**src/rtl/composite_pkg.sv**
```systemverilog
// Shared types and default ladder codes for the composite test-pattern generator.
package composite_pkg;

  localparam int unsigned MODE_BITS = 3;

  typedef enum logic [MODE_BITS-1:0] {
    MODE_SOLID   = 3'd0,
    MODE_VBARS   = 3'd1,
    MODE_HBARS   = 3'd2,
    MODE_CHECKER = 3'd3,
    MODE_RAMP    = 3'd4,
    MODE_SCROLL  = 3'd5
  } mode_t;

  // Default codes for the 3-resistor ladder
  localparam logic [2:0] DEF_LEVEL_SYNC  = 3'd0;
  localparam logic [2:0] DEF_LEVEL_BLANK = 3'd1;
  localparam logic [2:0] DEF_LEVEL_BLACK = 3'd1;
  localparam logic [2:0] DEF_LEVEL_WHITE = 3'd6;

endpackage

```
**src/rtl/composite_position_counter.sv**
```systemverilog
// Horizontal pixel counter, vsync rising-edge detect and frame counter.
module composite_position_counter #(
  parameter int unsigned X_BITS     = 9,
  parameter int unsigned FRAME_BITS = 8
) (
  input  logic                  refclk,
  input  logic                  rst_n,
  input  logic                  hsync,
  input  logic                  vsync,
  output logic [X_BITS-1:0]     x,
  output logic [FRAME_BITS-1:0] frame_cnt,
  output logic                  frame_start,
  output logic                  vsync_rise
);

  logic vsync_q;

  // Combinational so the mode register can load on the same edge
  assign vsync_rise = vsync & ~vsync_q;

  always_ff @(posedge refclk or negedge rst_n) begin
    if (!rst_n) begin
      x           <= '0;
      vsync_q     <= 1'b0;
      frame_cnt   <= '0;
      frame_start <= 1'b0;
    end else begin
      x           <= hsync ? '0 : x + X_BITS'(1);
      vsync_q     <= vsync;
      frame_start <= vsync_rise;
      if (vsync_rise) begin
        frame_cnt <= frame_cnt + FRAME_BITS'(1);
      end
    end
  end

endmodule

```
**src/rtl/composite_pattern_gen.sv**
```systemverilog
// Composite test-pattern generator: frame-synchronous mode register, pattern
// mux and registered DAC output with sync/blank priority.
module composite_pattern_gen
  import composite_pkg::*;
#(
  parameter int unsigned DAC_BITS   = 3,
  parameter int unsigned X_BITS     = 9,
  parameter int unsigned Y_BITS     = 10,
  parameter int unsigned X_SHIFT    = 6,
  parameter int unsigned Y_SHIFT    = 4,
  parameter int unsigned RAMP_SHIFT = 5,
  parameter logic [DAC_BITS-1:0] LEVEL_SYNC  = DAC_BITS'(DEF_LEVEL_SYNC),
  parameter logic [DAC_BITS-1:0] LEVEL_BLANK = DAC_BITS'(DEF_LEVEL_BLANK),
  parameter logic [DAC_BITS-1:0] LEVEL_BLACK = DAC_BITS'(DEF_LEVEL_BLACK),
  parameter logic [DAC_BITS-1:0] LEVEL_WHITE = DAC_BITS'(DEF_LEVEL_WHITE),
  parameter int unsigned FRAME_BITS = 8
) (
  input  logic                 refclk,
  input  logic                 rst_n,
  input  logic                 hsync,
  input  logic                 vsync,
  input  logic                 hblank,
  input  logic                 vblank,
  input  logic                 active_video,
  input  logic [Y_BITS-1:0]    y,
  input  logic [MODE_BITS-1:0] mode_req,
  output logic [DAC_BITS-1:0]  dac,
  output logic [MODE_BITS-1:0] mode_active,
  output logic                 frame_start
);

  localparam int unsigned SUM_W = DAC_BITS + X_BITS;

  logic [X_BITS-1:0]     x;
  logic [FRAME_BITS-1:0] frame_cnt;
  logic                  vsync_rise;
  logic [MODE_BITS-1:0]  mode_q;
  logic                  x_bit;
  logic                  y_bit;
  logic                  scroll_bit;
  logic [SUM_W-1:0]      ramp_sum;
  logic [DAC_BITS-1:0]   pattern_level;
  logic [DAC_BITS-1:0]   dac_next;

  composite_position_counter #(
    .X_BITS     (X_BITS),
    .FRAME_BITS (FRAME_BITS)
  ) u_position (
    .refclk      (refclk),
    .rst_n       (rst_n),
    .hsync       (hsync),
    .vsync       (vsync),
    .x           (x),
    .frame_cnt   (frame_cnt),
    .frame_start (frame_start),
    .vsync_rise  (vsync_rise)
  );

  always_ff @(posedge refclk or negedge rst_n) begin
    if (!rst_n) begin
      mode_q <= MODE_SOLID;
    end else if (vsync_rise) begin
      mode_q <= mode_req;
    end
  end

  assign mode_active = mode_q;

  assign x_bit = x[X_SHIFT];
  assign y_bit = y[Y_SHIFT];
  // Row select of the scrolled line; the Y_BITS-wide sum wraps naturally
  assign scroll_bit = |((y + Y_BITS'(frame_cnt)) & (Y_BITS'(1) << Y_SHIFT));
  // Wide enough that the sum can never wrap before saturation
  assign ramp_sum = SUM_W'(LEVEL_BLACK) + SUM_W'(x >> RAMP_SHIFT);

  always_comb begin
    pattern_level = LEVEL_BLACK;
    case (mode_q)
      MODE_SOLID:   pattern_level = LEVEL_WHITE;
      MODE_VBARS:   pattern_level = x_bit ? LEVEL_WHITE : LEVEL_BLACK;
      MODE_HBARS:   pattern_level = y_bit ? LEVEL_WHITE : LEVEL_BLACK;
      MODE_CHECKER: pattern_level = (x_bit ^ y_bit) ? LEVEL_WHITE : LEVEL_BLACK;
      MODE_RAMP: begin
        if (ramp_sum > SUM_W'(LEVEL_WHITE)) begin
          pattern_level = LEVEL_WHITE;
        end else begin
          pattern_level = ramp_sum[DAC_BITS-1:0];
        end
      end
      MODE_SCROLL:  pattern_level = (x_bit ^ scroll_bit) ? LEVEL_WHITE : LEVEL_BLACK;
      default:      pattern_level = LEVEL_BLACK;
    endcase
  end

  always_comb begin
    dac_next = LEVEL_BLANK;
    if (hsync | vsync) begin
      dac_next = LEVEL_SYNC;
    end else if (hblank | vblank) begin
      dac_next = LEVEL_BLANK;
    end else if (active_video) begin
      dac_next = pattern_level;
    end
  end

  always_ff @(posedge refclk or negedge rst_n) begin
    if (!rst_n) begin
      dac <= LEVEL_SYNC;
    end else begin
      dac <= dac_next;
    end
  end

endmodule

```
**config.mk**
```make
export PLATFORM = sky130hd
export DESIGN_NAME = composite_pattern_gen
export DESIGN_NICKNAME = d
export VERILOG_FILES = /design/src/rtl/composite_pkg.sv /design/src/rtl/composite_position_counter.sv /design/src/rtl/composite_pattern_gen.sv
export SDC_FILE = /design/constraint.sdc
export NUM_CORES = 1
export LEC_CHECK = 0
export CORE_ASPECT_RATIO = 0.6
export CORE_MARGIN = 1
export CORE_UTILIZATION = 40
export CTS_BUF_LIST = sky130_fd_sc_hd__clkbuf_4 sky130_fd_sc_hd__clkbuf_8
export CTS_CLUSTER_DIAMETER = 100
export DETAILED_ROUTE_END_ITERATION = 8
export PLACE_DENSITY = 0.68
export SLEW_MARGIN = 20
export SYNTH_ARGS = -nofsm -noshare
export SYNTH_HDL_FRONTEND = slang
export SYNTH_HIERARCHICAL = 1
export SYNTH_SLANG_ARGS = --single-unit
```
**constraint.sdc**
```tcl
create_clock -name refclk -period 1.5 [get_ports refclk]
set_input_delay 0.3 -clock refclk [delete_from_list [all_inputs] [get_ports refclk]]
set_output_delay 0.3 -clock refclk [all_outputs]
set_load 0.03 [all_outputs]
```
==> out/metrics.yaml <==
cells_and_area:
  num_antenna_cells: 0
  fin_nets: 181
  layout_commonest_cell: "buf_4"
  syn_to_final_growth_pct: 46.9
  finish.utilization_pct: 64.3
  fill_cells: 201
  most-common-layout-cells: "20 x buf_4, 19 x dfrtp_1, 10 x clkdlybuf4s50_1"
  drive_gt1_share_pct: 28.8
  postLayoutCellArea_mm2: 0.00168
cts:
  tritoncts: "built"
  clock-sinks: 22
  cts-htree-levels: 1
  cts_made_buffers: 3
  clk_pin_slew_ps: 80
  hold_buffers: 0
  clock_latency_ps: 260
  cts_max_path_buffers: 2
  ctsRootBufferMaster: "clkbuf_8"
routing:
  drt_iter0_drc: 76
  viasPerCell: 5.40
  wl_per_cell_um: 15.6
  drt-total-wl_um: 2890
  drt_pass1_iterations: 6
  vias: 999
  route.detailed.drc: 0
  ant_nets: 0
timing:
  fin_crit_sh_pct: 113
  min_period_ps: 1690
  rsz0062_at_grt: "true"
  skew_ps: 4.40
  fmax_mhz: 591
  setup_ws_ps: -193
  maxSlewViolCount: 0
  hold_viol_final: 0
  setup_viol: 3
  tightest_slew_ps: 311
  maxSlewHeadroom_pct: 79.3
run_status:
  violations: "setup timing"
  outcome: "complete, but fails checks"
pwr:
  power.leakage_uw: 0.000738
  pwr_density_cell_mw_per_mm2: 1240
  total_power_uw: 2080
  ir_drop_mv: 0.655
logic_synthesis:
  syn_inst: 111
  syn_area_per_cell_um2: 10.3
  yosys_warnings: 6
  syn-num-nets: 138
  synth_area_mm2: 0.00114
setup_path:
  cp.arrival_ps: 1850
  critPathKind: "input port to flip-flop"
  crit_path_end_kind: "flip-flop"
  cp_cell_sequence: "clkdlybuf4s50_1, ha_1, o21ai_2, a22oi_2, xnor2_2, and2_4, o41ai_2"
  r2r-start: "u_position/frame_cnt[2]"
  reg2reg_depth: 6
  reg2reg_setup_slack_ps: -170
  path_max_fanout: 2
  r2r-end: "dac[1]"
  crit_path_max_incr_delay_ps: 400
  crit_slowest_cell: "clkdlybuf4s50_1"
  critPathLaunchType: "input port"
  required_ps: 1660
floorplanning:
  die_area_mm2: 0.00308
  die_x_um: 71.0
  die_height_um: 43.4
  start_util_pct: 43.8
  core_area_mm2: 0.00261
  pin_count: 27
  rows: 14
global_routing:
  antenna_found_initial: 0
  grt_pass1_wl_um: 4640
  grt_pass1_vias: 958
  grt_max_degree: 23
  grt-ovfl-total: 0
  track_usage_pct: 20.6
placed_design:
  hpwl_um: 2120
  dp_slack_ps: -585
  dpl-instance-area_mm2: 0.00153
  port-buffer-count: 21
  place_congestion: 0.749
min_path:
  worstHoldPathType: "input port to flip-flop"
  hold_depth: 2
  hp-start: "vsync"
  whs_endpoint: "dac[0]"
flow_run:
  maxCapViolCount: 0
## stage by stage
stage | instances | setup TNS (ps) | hold WS [ps]
6_report | 185 | -355 | 341
5_1_grt | 185 | -507 | 335
4_1_cts | 184 | -320 | 382
3_5_place_dp | 180 | -2800 | 479
3_3_place_gp | 180 | -2300 | 460
2_1_floorplan | 111 | -188 | 4.41
## area by class of cell
| class | instances | area, um^2 | area share (%) |
|---|---|---|---|
| Inverter | 4 | 15.0 | 0.895 |
| Tap cell | 32 | 40.0 | 2.39 |
| Timing Repair Buffer | 40 | 343 | 20.4 |
| Multi-Input combinational cell | 83 | 654 | 39.0 |
| Clock buffer | 3 | 41.3 | 2.46 |
| Clock inverter | 1 | 30.0 | 1.79 |
| Sequential cell | 22 | 554 | 33.0 |
## worst max-delay path by stage
stage                             from  endpoint
4_1_cts                           y[2]    dac[1]
6_report                          y[2]    dac[1]
3_3_place_gp                      y[3]    dac[2]
2_1_floorplan           mode_active[2]    dac[1]
5_1_grt        u_position/frame_cnt[1]    dac[1]
3_5_place_dp                      y[3]    dac[1]
## critical path, delay by kind of cell
family / cells / cell delay [ps]
simple gates: 1 / 160
compound gates: 3 / 550
fa+ha+maj: 1 / 290
xor+xnor: 1 / 150
buf+inv: 1 / 400
## registers in the layout (all words and copies together) (netlist names)
name and count:
dac 3, u_position/vsync_q 1, u_position/x 9, mode_active 3, u_position/frame_cnt 5, u_position/frame_start 1
## report_power, final
part / leakage, uW / internal, uW / switching (uW)
Combinational: 0.000421 / 406 / 344
Clock: 0.0000357 / 356 / 197
Sequential: 0.000281 / 688 / 88.3
## repair_timing
action,CTS,global route
endpoints found under the setup margin,9,7
pin swaps,12,3
resized for setup,20,4
buffers inserted,0,1
## metal layers
metal,GRT usage [%],vias to the layer above,wire (um)
met2,33.3,38,1400
met5,0,-,0
met3,4.88,6,127
met4,4.00,0,40
met1,29.0,475,1330
li1,-,480,-
Power figures use the tool's default switching activity.
